### config.mk
export PLATFORM = sky130hd
export DESIGN_NAME = tod_clock_core
export DESIGN_NICKNAME = d
export VERILOG_FILES = /design/src/rtl/tod_clock_core.sv
export SDC_FILE = /design/constraint.sdc
export NUM_CORES = 1
export LEC_CHECK = 0
export CAP_MARGIN = 15
export CELL_PAD_IN_SITES_DETAIL_PLACEMENT = 1
export CELL_PAD_IN_SITES_GLOBAL_PLACEMENT = 2
export CORE_MARGIN = 4
export CORE_UTILIZATION = 33
export CTS_CLUSTER_DIAMETER = 30
export DETAILED_ROUTE_END_ITERATION = 8
export PLACE_DENSITY = 0.84
export SYNTH_ARGS = -nofsm -noshare
export SYNTH_HDL_FRONTEND = slang
export SYNTH_SLANG_ARGS = --single-unit
export TNS_END_PERCENT = 100
### constraint.sdc
create_clock -name clk -period 3.5 [get_ports clk]
set_input_delay 0.7 -clock clk [delete_from_list [all_inputs] [get_ports clk]]
set_output_delay 0.7 -clock clk [all_outputs]
set_load 0.02 [all_outputs]
### src/rtl/tod_clock_core.sv
// Time-of-day counter driven from the system clock through a prescaler.
// Time is stored in 24 h form. disp_hours and pm are a purely combinational
// 12/24 h view of that stored time.
// Optional alarm: define TOD_ALARM_EN to add the alarm ports and logic.
module tod_clock_core #(
  parameter int unsigned TICK_DIV  = 100000000,
  parameter int unsigned PRE_W     = 27
`ifdef TOD_ALARM_EN
  ,
  parameter int unsigned ALARM_LEN = 60
`endif
) (
  input  logic       clk,
  input  logic       reset,
  input  logic       mode,
  input  logic       run,
  input  logic       set_valid,
  input  logic [4:0] set_hours,
  input  logic [5:0] set_minutes,
  input  logic [5:0] set_seconds,
  output logic       set_err,
  output logic [5:0] seconds,
  output logic [5:0] minutes,
  output logic [4:0] hours,
  output logic [4:0] disp_hours,
  output logic       pm,
  output logic       tick,
`ifdef TOD_ALARM_EN
  input  logic       alarm_set,
  input  logic [4:0] alarm_hours,
  input  logic [5:0] alarm_minutes,
  input  logic       alarm_arm,
  input  logic       alarm_ack,
  output logic       alarm,
`endif
  output logic       day_wrap
);

  localparam logic [PRE_W-1:0] PRE_MAX = PRE_W'(TICK_DIV - 1);

  logic [PRE_W-1:0] pre_q;
  logic [5:0]       sec_q, min_q;
  logic [4:0]       hr_q;
  logic             tick_q, wrap_q, err_q;

  logic [5:0]       nxt_sec, nxt_min;
  logic [4:0]       nxt_hr;
  logic             nxt_wrap;
  logic             load_ok, load_now, tick_now, alarm_bad;

  assign load_ok  = (set_hours < 5'd24) && (set_minutes < 6'd60) && (set_seconds < 6'd60);
  assign load_now = set_valid && load_ok;
  assign tick_now = run && (pre_q == PRE_MAX);

  // Incremented time with all carries resolved in one step
  always_comb begin
    nxt_sec  = sec_q + 6'd1;
    nxt_min  = min_q;
    nxt_hr   = hr_q;
    nxt_wrap = 1'b0;
    if (sec_q == 6'd59) begin
      nxt_sec = '0;
      nxt_min = min_q + 6'd1;
      if (min_q == 6'd59) begin
        nxt_min = '0;
        nxt_hr  = hr_q + 5'd1;
        if (hr_q == 5'd23) begin
          nxt_hr   = '0;
          nxt_wrap = 1'b1;
        end
      end
    end
  end

  // Prescaler, time registers and pulse outputs; a valid load beats a tick
  always_ff @(posedge clk) begin
    if (reset) begin
      pre_q  <= '0;
      sec_q  <= '0;
      min_q  <= '0;
      hr_q   <= '0;
      tick_q <= 1'b0;
      wrap_q <= 1'b0;
    end else if (load_now) begin
      pre_q  <= '0;
      sec_q  <= set_seconds;
      min_q  <= set_minutes;
      hr_q   <= set_hours;
      tick_q <= 1'b0;
      wrap_q <= 1'b0;
    end else if (tick_now) begin
      pre_q  <= '0;
      sec_q  <= nxt_sec;
      min_q  <= nxt_min;
      hr_q   <= nxt_hr;
      tick_q <= 1'b1;
      wrap_q <= nxt_wrap;
    end else begin
      if (run) begin
        pre_q <= pre_q + PRE_W'(1);
      end
      tick_q <= 1'b0;
      wrap_q <= 1'b0;
    end
  end

  // Rejected time or alarm loads raise a single-cycle error pulse
  always_ff @(posedge clk) begin
    if (reset) begin
      err_q <= 1'b0;
    end else begin
      err_q <= (set_valid && !load_ok) || alarm_bad;
    end
  end

  // 12/24 h display view of the stored 24 h time
  always_comb begin
    disp_hours = hr_q;
    if (mode) begin
      if (hr_q == 5'd0) begin
        disp_hours = 5'd12;
      end else if (hr_q > 5'd12) begin
        disp_hours = hr_q - 5'd12;
      end
    end
  end

  assign pm       = (hr_q >= 5'd12);
  assign seconds  = sec_q;
  assign minutes  = min_q;
  assign hours    = hr_q;
  assign tick     = tick_q;
  assign day_wrap = wrap_q;
  assign set_err  = err_q;

`ifdef TOD_ALARM_EN
  localparam logic [7:0] ALARM_TICKS = 8'(ALARM_LEN);

  logic [4:0] al_hr_q;
  logic [5:0] al_min_q;
  logic [7:0] al_cnt_q;
  logic       alarm_q;
  logic       alarm_ok, match;

  assign alarm_ok  = (alarm_hours < 5'd24) && (alarm_minutes < 6'd60);
  assign alarm_bad = alarm_set && !alarm_ok;
  // Only a real tick can trigger; a load landing on the alarm time does not
  assign match     = (nxt_sec == 6'd0) && (nxt_min == al_min_q) && (nxt_hr == al_hr_q);

  // Alarm setting, trigger and timed/acknowledged release
  always_ff @(posedge clk) begin
    if (reset) begin
      al_hr_q  <= '0;
      al_min_q <= '0;
      al_cnt_q <= '0;
      alarm_q  <= 1'b0;
    end else begin
      if (alarm_set && alarm_ok) begin
        al_hr_q  <= alarm_hours;
        al_min_q <= alarm_minutes;
      end
      if (alarm_ack || !alarm_arm) begin
        alarm_q  <= 1'b0;
        al_cnt_q <= '0;
      end else if (tick_now && !load_now) begin
        if (match) begin
          alarm_q  <= 1'b1;
          al_cnt_q <= ALARM_TICKS;
        end else if (alarm_q) begin
          if (al_cnt_q == 8'd1) begin
            alarm_q  <= 1'b0;
            al_cnt_q <= '0;
          end else begin
            al_cnt_q <= al_cnt_q - 8'd1;
          end
        end
      end
    end
  end

  assign alarm = alarm_q;
`else
  assign alarm_bad = 1'b0;
`endif

endmodule

==> impl_metrics.ini, run 1 <==
[outcome]
outcome = completed

[setup_path]
cpMostUsedCell = clkdlybuf4s50_1
path_class = in -> out
path_delay_family = buffers and inverters
end_kind = output port
required_ps = 2800
rr_startpoint = seconds[0]
crit_arrival_ps = 2510
cp_max_fo = 4
r2r_slack_ps = 1160
cp-start-kind = input pin
r2r-end = minutes[0]
cp_num_cells = 5
cp_num_buf_inv = 3
crit_slowest_cell = clkdlybuf4s50_1
crit_path_cell_trace = clkdlybuf4s50_1 -> inv_1 -> or4_1 -> a21boi_0 -> clkdlybuf4s50_1
max_stage_delay_ps = 620
r2r_cells = 6

[final_layout]
diodes = 0
syn_to_final_growth_pct = 24.1
final_cell_area_um2 = 3370
nets = 402
drive_gt1_frac = 0.0617

[min_path]
min_from = pre_q[26]
whs_endpoint = pre_q[26]
min_path_type = reg -> reg
hold_depth = 2

[clock_tree]
ctsHoldBuffers = 0
clock_latency_ps = 310
cts_tree = built
cts.sinks = 47
cts-resized-gates = 0
ctsRootBufferMaster = clkbuf_8
cts_buffer_depth = 2
clk_pin_slew_worst_paths_ps = 80
h-tree-depth = 2
post_cts_buffers = 0
cts_buffers = 5

[grt]
grt_pass1_vias = 2539
grt_max_degree = 28
antenna_found_initial = 0
grt_first_pass_wirelength_um = 12800
grt_overflow = 0
grt_use_total = 0.158

[place]
dp_hpwl_um = 5650
gp_congestion = 0.747
placed_area_um2 = 3270
port_buffers = 47

[die]
num_rows = 32
ios = 48
chipHeight_um = 98.7
initial_core_util = 0.346
die_w_um = 98.7
dieArea_um2 = 9740
fp.coreArea_um2 = 7850

[yosys]
seq_area_frac_synth = 0.347
ys_warn_count = 0
syn_inst = 331
synth_area_um2 = 2720
synth_ff_type = dfxtp_1
syn-mean-instance-area_um2 = 8.20
synth-edff-count = 0
synth_nets = 361
async_flop_share = 0
synth.ff_latch_count = 47
ys_types = 59

[sta]
setup_viol = 0
worst_slew_pin_slew_ps = 474
fmax_mhz = 311
whs_ps = 533
slew_viol_final = 0
finalSetupTns_ps = 0
clock_skew_ps = 7.19
rsz0062_at_grt = false
max_slew_margin = 0.681
finalHoldViolations = 0
min_period_over_period = 0.918
period_minus_slack_ps = 3210

[detailed_routing]
vias = 2538
wl_per_cell_um = 15.9
drc = 0
dr.first_iter.drc_count = 133
via_per_inst = 5.34
postRouteWirelength_um = 7570
postRouteAntennaNets = 0
first_pass_iters = 4

[power]
p_leak_nw = 1.11
power_mw = 1.14
ir_drop_mv = 0.153
cellPowerDensity_nw_per_um2 = 338

[job]
cap_violations = 0
==> sequential cells by signal, indices dropped and copies added (netlist names) <==
signal	count
minutes	6
seconds	6
hours	5
pre_q	27
day_wrap	1
set_err	1
tick	1
==> cell usage in the layout, fill, tap and decap left out, types with 2 or more instances in the layout <==
cell type and count:
a21boi_0 2, a21oi_1 9, a221o_1 2, a311oi_1 7, a31oi_1 6, and2_1 6
and3_1 3, and4_1 5, buf_4 4, clkbuf_8 7, clkdlybuf4s50_1 47, dfxtp_1 47
ha_1 8, inv_1 10, mux2_2 2, mux2i_1 2, nand2_1 38, nand3_1 13
nand4_1 18, nand4b_1 2, nor2_1 44, nor2b_1 2, nor3_1 7, nor3b_1 2
nor4_1 3, o211ai_1 4, o21ai_0 6, o311ai_1 2, o31ai_1 3, or3_1 4
or4_1 3, xnor2_1 16, xor2_1 12
==> synth_stat cells (2+ instances only) <==
library cell	number	area (µm²)
and3_1	3	18.8
nor4_1	3	18.8
nand4_1	18	113
o31ai_1	3	22.5
a21oi_1	9	45.0
clkbuf_1	13	48.8
o21ai_0	6	30.0
ha_1	8	100
mux2i_1	2	20.0
nor3_1	7	35.0
inv_1	10	37.5
o211ai_1	4	30.0
nand4b_1	2	17.5
a31oi_1	6	37.5
nor2b_1	2	12.5
o311ai_1	2	17.5
or3_1	4	25.0
and2_1	6	37.5
xor2_1	12	105
mux2_2	2	22.5
nor2_1	44	165
a21boi_0	2	15.0
nor3b_1	2	15.0
nand2_1	38	143
or4_1	3	22.5
buf_2	3	15.0
xnor2_1	16	140
dfxtp_1	47	941
and4_1	5	43.8
a311oi_1	7	61.3
a221o_1	2	20.0
nand3_1	13	65.1
==> where the power goes <==
part	leakage, nW	switching, mW	internal [mW]
combinational	0.677	0.0954	0.0934
clock	0.0515	0.192	0.181
sequential	0.382	0.0267	0.550
total	1.11	0.314	0.824
==> worst register-to-register path, cell delays in order, from the launching register on <==
cell and delay, ps:
dfxtp_1 440, ha_1 240, and4b_1 260, and2_1 350, nand4_1 270, or3_1 410
a311oi_1 280
==> kinds of logic after synthesis <==
logic type | Yosys count | synth area share
compound gates | 51 | 0.135
xor+xnor | 28 | 0.0903
fa+ha+maj | 8 | 0.0369
buf+inv | 27 | 0.0415
flops | 47 | 0.347
mux | 4 | 0.0157
simple gates | 166 | 0.334
==> per-stage QoR <==
stage | std cells | utilization | worst slack [ps]
floorplan | 331 | - | 1090
global placement | 467 | 0.416 | 305
detailed placement | 467 | 0.416 | 269
CTS | 475 | 0.429 | 267
global route | 475 | 0.429 | 163
finish | 475 | 0.429 | 286
==> final cells by class <==
type                    instances  area [µm²]
fillers                       967        4480
inverters                      10        37.5
clock buffers                   8         100
multi-input cells             257        1660
well taps                     102         128
flip-flops and latches         47         941
repair buffers                 51         500
==> metal layers <==
| layer | routed length [µm] | vias up | share of wire | track usage |
|---|---|---|---|---|
| li1 | - | 1279 | - | - |
| met1 | 3630 | 1212 | 0.48 | 0.215 |
| met2 | 3620 | 43 | 0.48 | 0.263 |
| met3 | 285 | 4 | 0.038 | 0.0368 |
| met4 | 34 | 0 | 0.0045 | 0.0221 |
| met5 | 0 | - | 0 | 0 |
==> how the worst max path moves through the flow <==
stage                          to      from  slack (ps)
floorplan           disp_hours[4]  hours[2]        1090
global route        disp_hours[4]      mode         160
finish              disp_hours[4]      mode         290
global placement    disp_hours[4]      mode         310
detailed placement  disp_hours[4]      mode         270
CTS                 disp_hours[4]      mode         270
(Power assumes the default switching activity.)
==> inputs of run 2 (changes only) <==
--- a/config.mk
+++ b/config.mk
@@ -11,6 +11,7 @@
 export CORE_MARGIN = 4
 export CORE_UTILIZATION = 33
 export CTS_CLUSTER_DIAMETER = 30
+export CTS_CLUSTER_SIZE = 24
 export DETAILED_ROUTE_END_ITERATION = 8
 export PLACE_DENSITY = 0.84
 export SYNTH_ARGS = -nofsm -noshare
==> results of run 2 <==
The final DEF is identical to that of run 1; final timing and power are the same.
==> inputs of run 3 (changes only) <==
--- a/config.mk
+++ b/config.mk
@@ -5,15 +5,15 @@
 export SDC_FILE = /design/constraint.sdc
 export NUM_CORES = 1
 export LEC_CHECK = 0
-export CAP_MARGIN = 15
+export CAP_MARGIN = 20
 export CELL_PAD_IN_SITES_DETAIL_PLACEMENT = 1
 export CELL_PAD_IN_SITES_GLOBAL_PLACEMENT = 2
 export CORE_MARGIN = 4
-export CORE_UTILIZATION = 33
+export CORE_UTILIZATION = 31
 export CTS_CLUSTER_DIAMETER = 30
 export CTS_CLUSTER_SIZE = 24
 export DETAILED_ROUTE_END_ITERATION = 8
-export PLACE_DENSITY = 0.84
+export PLACE_DENSITY = 0.8
 export SYNTH_ARGS = -nofsm -noshare
 export SYNTH_HDL_FRONTEND = slang
 export SYNTH_SLANG_ARGS = --single-unit
==> constraint.sdc (replaced) <==
create_clock -name clk -period 3.2 [get_ports clk]
set_input_delay 0.64 -clock clk [delete_from_list [all_inputs] [get_ports clk]]
set_output_delay 0.64 -clock clk [all_outputs]
set_load 0.02 [all_outputs]
==> impl_metrics.ini, run 3 (synthesized netlist as in run 1, its figures left out) <==
[setup_path]
cp_num_buf_inv = 1
cpMostUsedCell = o21ai_0
path_class = reg -> out
cp_max_fo = 8
cp-start-kind = flip-flop
crit_arrival_ps = 2320
crit_path_cell_trace = ha_1 -> a21oi_1 -> o21ai_0 -> nor2_1 -> o21ai_0 -> clkdlybuf4s50_1
end_kind = output port
crit_slowest_cell = clkdlybuf4s50_1
max_stage_delay_ps = 620
required_ps = 2560
path_delay_family = buffers and inverters
rr_startpoint = seconds[0]
crit_start = hours[2]

[final_layout]
diodes = 0
nFillCells = 1001
syn_to_final_growth_pct = 24.7
fin_util = 0.404
most-common-layout-cells = dfxtp_1 (47), clkdlybuf4s50_1 (46), nor2_1 (44)
largest_reg_flops = 27
drive_gt1_frac = 0.0667
top_register = pre_q
final_cell_area_um2 = 3390
nets = 404
mostFrequentLayoutCell = dfxtp_1

[detailed_routing]
vias = 2530
postRouteAntennaNets = 0
drc = 0
wl_per_cell_um = 15.5
via_per_inst = 5.27
postRouteWirelength_um = 7440
first_pass_iters = 4
dr.first_iter.drc_count = 88

[clock_tree]
clock_latency_ps = 300
cts_buffers = 5
post_cts_buffers = 0
cts.sinks = 47
h-tree-depth = 2
ctsRootBufferMaster = clkbuf_8
cts_buffer_depth = 2
cts_tree = built
clk_pin_slew_worst_paths_ps = 90

[sta]
clock_skew_ps = 6.12
finalSetupTns_ps = 0
rsz0062_at_grt = false
max_slew_margin = 0.671
min_period_over_period = 0.926
fmax_mhz = 338
period_minus_slack_ps = 2960
slew_viol_final = 0
finalHoldViolations = 0
setup_viol = 0
worst_slew_pin_slew_ps = 489

[die]
initial_core_util = 0.324
ios = 48
chipHeight_um = 102
num_rows = 33
die_w_um = 102
dieArea_um2 = 10300
fp.coreArea_um2 = 8380

[grt]
grt_use_met1 = 0.205
grt.busiest_layer = met2
grt_overflow = 0
grt_max_degree = 28
grt_pass1_vias = 2504
met2_usage = 0.254
antenna_found_initial = 0
grt_first_pass_wirelength_um = 12700
grt_use_met3 = 0.0269
grt_use_total = 0.152

[power]
cellPowerDensity_nw_per_um2 = 355
ir_drop_mv = 0.200
power_mw = 1.20
p_leak_nw = 1.13

[min_path]
min_from = pre_q[7]
min_path_type = reg -> reg

[outcome]
outcome = completed

[job]
cap_violations = 0

[place]
dp_hpwl_um = 5580
port_buffers = 47
gp_congestion = 0.775
placed_area_um2 = 3300
[run 3: final cells by class]
cell class	instances	area, µm²	area share
clock buffer	6	72.6	0.0214
clock inverter	2	12.5	0.00369
sequential	47	941	0.278
timing repair buffer	53	531	0.157
tap	105	131	0.0388
multi-input combinational	257	1660	0.491
inverter	10	37.5	0.0111
[run 3: worst paths after layout]
path	endpoint	slack, ps	depth (start not counted)
max reg2reg	minutes[0]	900	6
max	disp_hours[3]	240	6
min	pre_q[7]	520	2
min reg2reg	pre_q[7]	520	2
[run 3: power breakdown]
part	internal (mW)	switching (mW)
sequential	0.602	0.0296
combinational	0.105	0.105
clock	0.153	0.209
total	0.860	0.344
[run 3: layer usage]
layer	wire [µm]	vias to the layer above
met3	269	7
met1	3620	1201
met2	3490	36
met4	71	0
li1	-	1286
met5	0	-
[run 3: worst register-to-register path, cell delays in order, from the launching register on]
cell	delay [ps]
dfxtp_1	420
ha_1	220
and4b_1	260
and2_1	360
nand4_1	280
or3_1	410
a311oi_1	260
[run 3: what timing repair did]
action | CTS | global route
setup endpoints to repair | 0 | 1
gates resized for setup | 0 | 1
hold buffers | 0 | 0
[run 3: through the flow]
step / instances / hold WS (ps) / setup WS (ps)
3_5_place_dp: 472 / 513 / 75.6
2_1_floorplan: 331 / 479 / 852
5_1_grt: 480 / 575 / 145
4_1_cts: 480 / 525 / 66.9
3_3_place_gp: 472 / 500 / 108
6_report: 480 / 525 / 238
